## config.mk

```make
export PLATFORM = sky130hd
export DESIGN_NAME = axi_wr_sched
export DESIGN_NICKNAME = d
export VERILOG_FILES = /design/src/rtl/axi_helper.sv /design/src/rtl/axi_wr_sched_rr_arb.sv /design/src/rtl/axi_wr_sched.sv
export SDC_FILE = /design/constraint.sdc
export NUM_CORES = 1
export LEC_CHECK = 0
export ABC_CLOCK_PERIOD_IN_PS = 1260
export CORE_UTILIZATION = 36
export DETAILED_ROUTE_END_ITERATION = 12
export PLACE_DENSITY = 0.75
export SLEW_MARGIN = 20
export SYNTH_ARGS = -nofsm -noshare
export SYNTH_HDL_FRONTEND = slang
export SYNTH_SLANG_ARGS = --single-unit
```

## constraint.sdc

```tcl
create_clock -name ACLK -period 1.26 [get_ports ACLK]
set_input_delay 0.126 -clock ACLK [delete_from_list [all_inputs] [get_ports ACLK]]
set_output_delay 0.126 -clock ACLK [all_outputs]
set_load 0.01 [all_outputs]
```

## src/rtl/axi_helper.sv

```systemverilog
// ============================================================================
// Module   : axi_helper (package)
// Purpose  : Shared response codes and scheduler state encoding.
// Revision : 1.0
// ============================================================================
`default_nettype none

package axi_helper;

   typedef enum logic [1:0] {
      OKAY   = 2'b00,
      EXOKAY = 2'b01,
      SLVERR = 2'b10,
      DECERR = 2'b11
   } resp_t;

   typedef enum logic [2:0] {
      ST_IDLE     = 3'd0,
      ST_ISSUE    = 3'd1,
      ST_WAIT_ACC = 3'd2,
      ST_WAIT_B   = 3'd3,
      ST_RESP     = 3'd4
   } wr_sched_state_t;

endpackage

`default_nettype wire

```

## src/rtl/axi_wr_sched_rr_arb.sv

```systemverilog
// ============================================================================
// Module   : rr_arb
// Purpose  : Round-robin pick starting at a registered pointer.
// Revision : 1.0
// ============================================================================
`default_nettype none

module rr_arb #(
   parameter  int NREQ = 2,
   localparam int IDXW = (NREQ > 1) ? $clog2(NREQ) : 1
) (
   input  logic            clk,
   input  logic            rst_n,
   input  logic [NREQ-1:0] i_req,
   input  logic            i_adv,
   input  logic [IDXW-1:0] i_adv_idx,
   output logic [NREQ-1:0] o_gnt,
   output logic [IDXW-1:0] o_idx,
   output logic            o_any
);

   logic [IDXW-1:0] r_ptr;

   // First requester at or after the pointer, wrapping modulo NREQ.
   always_comb begin
      o_any = 1'b0;
      o_idx = '0;
      for (int k = 0; k < NREQ; k++) begin
         if (!o_any && i_req[(int'(r_ptr) + k) % NREQ]) begin
            o_any = 1'b1;
            o_idx = IDXW'((int'(r_ptr) + k) % NREQ);
         end
      end
   end

   always_comb begin
      o_gnt = '0;
      for (int i = 0; i < NREQ; i++) begin
         o_gnt[i] = o_any && (o_idx == IDXW'(i));
      end
   end

   always_ff @(posedge clk or negedge rst_n) begin
      if (!rst_n) begin
         r_ptr <= '0;
      end else if (i_adv) begin
         r_ptr <= (i_adv_idx == IDXW'(NREQ - 1)) ? '0 : i_adv_idx + 1'b1;
      end
   end

endmodule

`default_nettype wire

```

## src/rtl/axi_wr_sched.sv

```systemverilog
// ============================================================================
// Module   : axi_wr_sched
// Purpose  : Single-outstanding AXI write scheduler with B-channel watchdog.
// Revision : 1.0
// ============================================================================
`default_nettype none

module axi_wr_sched
   import axi_helper::*;
#(
   parameter int ADDR_W      = 32,
   parameter int DATA_W      = 32,
   parameter int NREQ        = 2,
   parameter int TIMEOUT_CYC = 256
) (
   input  logic                   ACLK,
   input  logic                   ARESETn,
   input  logic [NREQ-1:0]        req_valid,
   input  logic [NREQ*ADDR_W-1:0] req_addr,
   input  logic [NREQ*DATA_W-1:0] req_data,
   output logic [NREQ-1:0]        req_ready,
   output logic [NREQ-1:0]        rsp_valid,
   output logic [1:0]             rsp_code,
   output logic [ADDR_W-1:0]      aw_tx_data,
   output logic                   aw_tx_en,
   input  logic                   aw_tx_hold,
   output logic [DATA_W-1:0]      w_tx_data,
   output logic                   w_tx_en,
   input  logic                   w_tx_hold,
   input  logic [1:0]             b_rx_data,
   input  logic                   b_new_data,
   output logic                   busy,
   output logic                   timeout_err
);

   localparam int IDXW  = $clog2(NREQ);
   localparam int CNT_W = $clog2(TIMEOUT_CYC);

   wr_sched_state_t r_state, w_next;
   logic [IDXW-1:0]   r_gnt_idx;
   logic [ADDR_W-1:0] r_aw_data;
   logic [DATA_W-1:0] r_w_data;
   logic [1:0]        r_b_code;
   logic              r_b_pending;
   logic [CNT_W-1:0]  r_cnt;

   logic [NREQ-1:0] w_gnt;
   logic [IDXW-1:0] w_idx;
   logic            w_any;
   logic            w_expire;

   rr_arb #(.NREQ(NREQ)) u_arb (
      .clk       (ACLK),
      .rst_n     (ARESETn),
      .i_req     (req_valid),
      .i_adv     (r_state == ST_RESP),
      .i_adv_idx (r_gnt_idx),
      .o_gnt     (w_gnt),
      .o_idx     (w_idx),
      .o_any     (w_any)
   );

   assign w_expire = (r_cnt == CNT_W'(TIMEOUT_CYC - 1));

   always_ff @(posedge ACLK or negedge ARESETn) begin
      if (!ARESETn) r_state <= ST_IDLE;
      else          r_state <= w_next;
   end

   always_comb begin
      w_next = r_state;
      case (r_state)
         ST_IDLE:     if (w_any) w_next = ST_ISSUE;
         ST_ISSUE:    w_next = ST_WAIT_ACC;
         ST_WAIT_ACC: if (!aw_tx_hold && !w_tx_hold) w_next = ST_WAIT_B;
         ST_WAIT_B:   if (r_b_pending || b_new_data || w_expire) w_next = ST_RESP;
         ST_RESP:     w_next = ST_IDLE;
         default:     w_next = ST_IDLE;
      endcase
   end

   // Early B beats are held in r_b_pending so WAIT_B can pass straight through.
   always_ff @(posedge ACLK or negedge ARESETn) begin
      if (!ARESETn) begin
         r_gnt_idx   <= '0;
         r_aw_data   <= '0;
         r_w_data    <= '0;
         r_b_code    <= '0;
         r_b_pending <= 1'b0;
         r_cnt       <= '0;
      end else begin
         case (r_state)
            ST_IDLE: begin
               if (w_any) begin
                  r_gnt_idx <= w_idx;
                  r_aw_data <= req_addr[int'(w_idx)*ADDR_W +: ADDR_W];
                  r_w_data  <= req_data[int'(w_idx)*DATA_W +: DATA_W];
               end
            end
            ST_ISSUE, ST_WAIT_ACC: begin
               if (b_new_data) begin
                  r_b_code    <= b_rx_data;
                  r_b_pending <= 1'b1;
               end
            end
            ST_WAIT_B: begin
               if (!r_b_pending) begin
                  if (b_new_data) begin
                     r_b_code    <= b_rx_data;
                     r_b_pending <= 1'b1;
                  end else if (w_expire) begin
                     r_b_code <= SLVERR;
                  end
                  r_cnt <= r_cnt + 1'b1;
               end
            end
            ST_RESP: begin
               r_b_pending <= 1'b0;
               r_cnt       <= '0;
            end
            default: ;
         endcase
      end
   end

   always_comb begin
      req_ready   = '0;
      rsp_valid   = '0;
      rsp_code    = OKAY;
      aw_tx_en    = 1'b0;
      w_tx_en     = 1'b0;
      busy        = (r_state != ST_IDLE);
      timeout_err = 1'b0;
      case (r_state)
         ST_IDLE:  if (ARESETn) req_ready = w_gnt;
         ST_ISSUE: begin
            aw_tx_en = 1'b1;
            w_tx_en  = 1'b1;
         end
         ST_WAIT_B: timeout_err = !r_b_pending && !b_new_data && w_expire;
         ST_RESP: begin
            for (int i = 0; i < NREQ; i++) begin
               rsp_valid[i] = (r_gnt_idx == IDXW'(i));
            end
            rsp_code = r_b_code;
         end
         default: ;
      endcase
   end

   assign aw_tx_data = r_aw_data;
   assign w_tx_data  = r_w_data;

endmodule

`default_nettype wire

```

## After elaboration in Yosys (flattened, before gate mapping)

Index checks and enable logic that the tools add are counted.

- Output and inout port bits: 74
- Logic and storage cells: 84
- Register bits: 80

- Add/subtract/negate cells: 3
- Equality and inequality tests: 11
- Bitwise operators: 3
- Reductions and logical operators: 24
- Muxes and demuxes: 31
- Shifts and indexed selects: 2
- $lt $le $gt $ge: 2

Operators with widths:

| kind | number |
|---|---|
| $shiftx A64 B7 Y32 | 2 |
| $mux W2 | 8 |
| $pmux W8 S2 | 1 |
| $mux W1 | 15 |
| $pmux W3 S4 | 1 |
| $mux W3 | 3 |
| $add A8 B1 Y8 const B | 1 |
| $eq A8 B8 Y1 const B | 1 |
| $mux W8 | 1 |
| $ne A2 B2 Y1 const B | 4 |
| $eq A3 B2 Y1 const B | 2 |
| $logic_and A1 B1 Y1 | 6 |
| $reduce_and A2 Y1 | 3 |
| $reduce_bool A3 Y1 | 2 |
| $logic_not A1 Y1 | 5 |
| $pmux W2 S2 | 1 |
| $reduce_and A4 Y1 | 1 |
| $reduce_bool A2 Y1 | 2 |
| $eq A3 B1 Y1 const B | 1 |
| $eq A3 B3 Y1 const B | 1 |
| $logic_not A3 Y1 | 1 |
| $lt A2 B3 Y1 const B | 1 |
| $ne A3 B3 Y1 const B | 1 |
| $pmux W1 S3 | 1 |
| other kinds (8) | 11 |

## Logic depth before layout (Yosys ltp)

- Depth in word-level cells: 11
- Depth in mapped cells: 7
- Mapped depth without buffers: 5

## Hierarchy

From an unflattened synthesis, not the netlist that was laid out.

- Cells, all modules: 370
- Area total of the unflattened synthesis: 4087.7 um^2

Modules (own cells, without submodules):

| module | instances | area each (um^2) | cells an instance |
|---|---|---|---|
| axi_wr_sched | 1 | 4020.1 | 363 |
| rr_arb | 1 | 67.6 | 7 |

## Worst setup path before layout

No wires, ideal clock.

- Kind: reg2reg
- From: register r_cnt[0]
- To: register r_b_code[1]
- Data arrival time: 1306 ps
- Path slack: -133 ps
- Period minus slack after synthesis: 1393 ps
- Stages on the path, launching flop included: 6
- Required time: 1173 ps
- Cells stage by stage: dfrtp_1 -> ha_1 -> and4_1 -> nand4_2 -> o21ba_1 -> a22oi_1

- Word-level cells in the longest chain between the ends: 3

RTL lines:

| item | line | text |
|---|---|---|
| start, declared | axi_wr_sched.sv:45 | `logic [CNT_W-1:0] r_cnt;` |
| start signal, assigned | axi_wr_sched.sv:114 | `r_cnt <= r_cnt + 1'b1;` |
| $eq A8 B8 Y1 | axi_wr_sched.sv:63 | `assign w_expire = (r_cnt == CNT_W'(TIMEOUT_CYC - 1));` |
| $ne A3 B3 Y1 (no line) | -- |  |
| $reduce_and A4 Y1 (no line) | -- |  |
| end signal, assigned | axi_wr_sched.sv:102 | `r_b_code <= b_rx_data;` |
| end signal, assigned | axi_wr_sched.sv:109 | `r_b_code <= b_rx_data;` |
| end, declared | axi_wr_sched.sv:43 | `logic [1:0] r_b_code;` |

No other way between the ends.
A chain may end at the register's enable or synchronous reset.

## Final worst setup path

- From: register r_state[1]
- To: register r_w_data[19] (netlist: w_tx_data[19])

- Word-level cells in the longest chain between the ends: 2

RTL lines:

| item | line | text |
|---|---|---|
| start, declared | axi_wr_sched.sv:39 | `wr_sched_state_t r_state, w_next;` |
| start signal, assigned | axi_wr_sched.sv:67 | `else r_state <= w_next;` |
| $logic_not A3 Y1 | axi_wr_sched.sv:92 | `case (r_state)` |
| $reduce_and A2 Y1 (no line) | -- |  |
| end signal, assigned | axi_wr_sched.sv:97 | `r_w_data <= req_data[int'(w_idx)*DATA_W +: DATA_W];` |
| end, declared | axi_wr_sched.sv:42 | `logic [DATA_W-1:0] r_w_data;` |

No other way between the ends.

==> flow_summary.yaml <==
worst_setup_path:
  crit_path_category: "register to register"
  cp_cell_sequence: "nor3_4 > and2b_4 > buf_6 > buf_12 > buf_8 > buf_12 > buf_16 > nor2_4 > a21oi_2"
  end_kind: "register"
  critPathArrivalTime_ps: 1930
  critical_path.max_stage_delay_ps: 440
  worst_path_most_repeated_cell: "sky130_fd_sc_hd__buf_12"
  timing.critical_path.from_type: "register"
  critPathSlowestCell: "sky130_fd_sc_hd__dfrtp_2"
  required_ps: 1540
  crit_path_max_fanout: 8
  crit_family: "buffers and inverters"
  timing.critical_path.buf_inv: 5
floorplan:
  floorplan.die.width_um: 107.9
  die_area_mm2: 0.01164
  floorplan.die.height_um: 107.9
  start_util_pct: 37.06
  std_cell_rows: 38
  floorplan.core_area_mm2: 0.01089
  io_pins: 211
synthesis:
  syn-num-nets: 513
  synth_area_mm2: 0.004035
  synth_most_common_cell: "sky130_fd_sc_hd__nor2_1"
  synth-async-reset-ratio_pct: 100.0
  yosysTopAreaCellShare_pct: 49.61
  postSynthRegisterBits: 80
  synth.top_cells.by_area: "sky130_fd_sc_hd__dfrtp_1, sky130_fd_sc_hd__mux2i_1, sky130_fd_sc_hd__nor2_1, sky130_fd_sc_hd__a21oi_2, sky130_fd_sc_hd__a21oi_1"
  synth-edff-count: 0
  synth_top_cell_by_area: "sky130_fd_sc_hd__dfrtp_1"
  synth_cells: 375
  synth_ff_type: "sky130_fd_sc_hd__dfrtp_1"
  synth.yosys.warnings: 0
  number_of_distinct_library_cells_after_synthesis: 36
  synth_area_per_cell_um2: 10.76
  post_synth_most_frequent_cells: "sky130_fd_sc_hd__nor2_1, sky130_fd_sc_hd__dfrtp_1, sky130_fd_sc_hd__mux2i_1, sky130_fd_sc_hd__a21oi_2, sky130_fd_sc_hd__a21oi_1"
  ys_seq_area_share_pct: 49.61
grt:
  global_route.overflow_total: 0
  grt_util_all_layers_pct: 25.20
  antenna_found_initial: 0
  global_route_wire_length_before_repair_mm: 22.18
  first_global_vias: 4314
  pin_count_of_the_biggest_net_entering_global_routing: 54
routing:
  via_count: 4035
  vias_per_cell: 5.031
  remaining_drc_errors: 0
  first_pass_iters: 4
  drt_iter0_markers: 119
  route.antenna.remaining_nets: 0
  avgRoutedWirePerCell_um: 18.94
  detailed_route_wl_mm: 15.19
timing:
  unrepaired_setup_endpoints_after_global_routing: "true"
  maxSlewViolCount: 0
  setup_violations: 90
  finClkSkew_ps: 6.455
  clock.fmax_ghz: 0.6064
  fin_ws_ps: -389.0
  final_critical_delay_including_setup_and_external_delays_ps: 1649
  worstMarginPinSlew_ps: 712.5
  max_slew_headroom_pct: 52.50
  timing_hold_violations_final: 0
  fin_crit_sh_pct: 130.9
  fin_hold_ws_ps: 354.9
power_and_ir_drop:
  comb_power_share_pct: 63.4
  totalPowerFinal_mw: 17.69
  switching_power_mw: 6.973
  power_per_cell_area_mw_per_mm2: 2198
  share_clk_of_total_power_pct: 10.6
  worst_ir_drop_vdd_mv: 1.375
  internal_dissipation_mw: 10.72
  sequentialPowerShare_pct: 26.0
  sw_frac_of_total_pct: 39.41
  standby_leakage_power_nw: 3.428
clocking:
  clk_pin_slew_ps: 80
  cts-buffers-inserted: 9
  clk_path_buf_depth: 2
  clock-root-buffer: "sky130_fd_sc_hd__clkbuf_8"
  h-tree-depth: 3
  clkSinkCount: 80
  clock_tree_from_tritoncts: "yes"
  insertion_delay_ps: 350
finish:
  num-fill-cells: 703
  area_growth_pct: 99.47
  design_area_mm2: 0.008049
  final_util_pct: 73.93
  antenna_cells: 0
  fin_nets: 795
  drive_above_1_share_pct: 41.84
run_status:
  status: "finished with violations"
  violations: "setup timing"
placed_design:
  dpl-instance-area_mm2: 0.006459
  place_congestion: 0.8061
  buffer_ports.inserted: 210
  pre_cts_ws_ps: -560.0
  dpl.hpwl_mm: 8.413
run:
  max_cap_violations: 0
worst_hold_path:
  min-delay-path-class: "input pin to register"
[cell type report]
cell class	instances	area [um^2]	share of cell area [%]
clock buffers	12	135.1	1.679
multi-input cells	261	2421	30.08
flip-flops and latches	80	2004	24.90
clock inverters	4	45.04	0.5596
well taps	140	175.2	2.176
inverters	7	28.78	0.3575
repair buffers	298	3239	40.25
[worst register-to-register path: stages (launching register included)]
cell	delay [ps]
sky130_fd_sc_hd__dfrtp_2	440
sky130_fd_sc_hd__nor3_4	210
sky130_fd_sc_hd__and2b_4	210
sky130_fd_sc_hd__buf_6	110
sky130_fd_sc_hd__buf_12	120
sky130_fd_sc_hd__buf_8	110
sky130_fd_sc_hd__buf_12	100
sky130_fd_sc_hd__buf_16	150
sky130_fd_sc_hd__nor2_4	40
sky130_fd_sc_hd__a21oi_2	100
[layer usage]
metal	global-route usage (%)	up-vias	wire length, um
met2	45.60	163	8060
met5	0	-	0
met4	9.785	0	425
li1	-	1866	-
met1	28.81	1974	5836
met3	5.266	32	869
[state kept, by name (all words and copies together) (netlist names)]
register     flops
aw_tx_data      32
r_b_code         2
r_b_pending      1
r_cnt            8
r_gnt_idx        1
r_state          3
u_arb.r_ptr      1
w_tx_data       32
[power by group through the flow]
| stage | Combinational, mW | Sequential, mW | Clock [mW] |
|---|---|---|---|
| final | 11.2 | 4.60 | 1.87 |
| after global routing | 11.8 | 4.73 | 2.01 |
| after CTS | 10.8 | 4.44 | 1.88 |
| after detailed placement | 7.27 | 4.43 | 0 |
| after global placement | 7.12 | 4.37 | 0 |
| after floorplan | 3.53 | 4.83 | 0 |
[cells by family (layout without fill, tap and decap cells)]
group	Yosys count	count (layout)	synth area share, %
flip-flops	80	80	49.61
AO/OA/AOI/OAI	79	79	13.67
multiplexers	65	65	16.12
XOR/XNOR	7	7	1.519
AND/OR/NAND/NOR	109	109	12.40
buffers and inverters	34	321	6.356
adder cells (fa/ha/maj)	1	1	0.3100
[through the flow]
step           cells  setup TNS, ps
2_1_floorplan    375          -4948
3_3_place_gp     737         -33380
3_5_place_dp     737         -34190
4_1_cts          799         -25270
5_1_grt          802         -28710
6_report         802         -24760
[placed cells by master (no fill, tap or decap), types with 2 or more instances in the layout]
cell,instances
sky130_fd_sc_hd__nand2_1,4
sky130_fd_sc_hd__nor2_2,28
sky130_fd_sc_hd__clkbuf_8,9
sky130_fd_sc_hd__buf_6,27
sky130_fd_sc_hd__a21oi_1,3
sky130_fd_sc_hd__clkbuf_1,3
sky130_fd_sc_hd__clkbuf_16,3
sky130_fd_sc_hd__clkdlybuf4s50_1,135
sky130_fd_sc_hd__a21oi_4,2
sky130_fd_sc_hd__dfrtp_1,78
sky130_fd_sc_hd__buf_16,10
sky130_fd_sc_hd__buf_2,7
sky130_fd_sc_hd__nand2_4,2
sky130_fd_sc_hd__a21oi_2,63
sky130_fd_sc_hd__mux2i_1,39
sky130_fd_sc_hd__nor2_1,37
sky130_fd_sc_hd__nand4_1,2
sky130_fd_sc_hd__dfrtp_2,2
sky130_fd_sc_hd__nor2_4,17
sky130_fd_sc_hd__clkinv_2,3
sky130_fd_sc_hd__xnor2_1,3
sky130_fd_sc_hd__mux2i_2,20
sky130_fd_sc_hd__xor2_1,4
sky130_fd_sc_hd__buf_8,6
sky130_fd_sc_hd__o21ai_1,2
sky130_fd_sc_hd__nor3_4,3
sky130_fd_sc_hd__inv_1,6
sky130_fd_sc_hd__nand3_2,3
sky130_fd_sc_hd__buf_12,16
sky130_fd_sc_hd__mux2i_4,6
sky130_fd_sc_hd__dlygate4sd2_1,64
sky130_fd_sc_hd__buf_4,29
[worst paths after layout]
| check | slack, ps | endpoint | cells after the start | from |
|---|---|---|---|---|
| min in group asynchronous | 410 | aw_tx_data[13]$_DFFE_PN0P_ | 3 | ARESETn |
| min | 350 | r_b_code[0]$_DFFE_PN0P_ | 3 | b_rx_data[0] |
| max | -390 | w_tx_data[19]$_DFFE_PN0P_ | 9 | r_state[1]$_DFFE_PN0P_ |
| min reg2reg | 510 | aw_tx_data[2]$_DFFE_PN0P_ | 2 | aw_tx_data[2]$_DFFE_PN0P_ |
| max in group asynchronous | 210 | r_state[1]$_DFFE_PN0P_ | 3 | ARESETn |
| max reg2reg | -390 | w_tx_data[19]$_DFFE_PN0P_ | 9 | r_state[1]$_DFFE_PN0P_ |
[repair_timing]
action,in CTS,in global routing
endpoints found under the hold margin,80,0
hold buffers,1,0
gates resized for setup,220,110
pin swaps,22,29
endpoints found under the setup margin,151,90
cloned,18,3
buffers inserted,27,14
(Power assumes the default switching activity.)
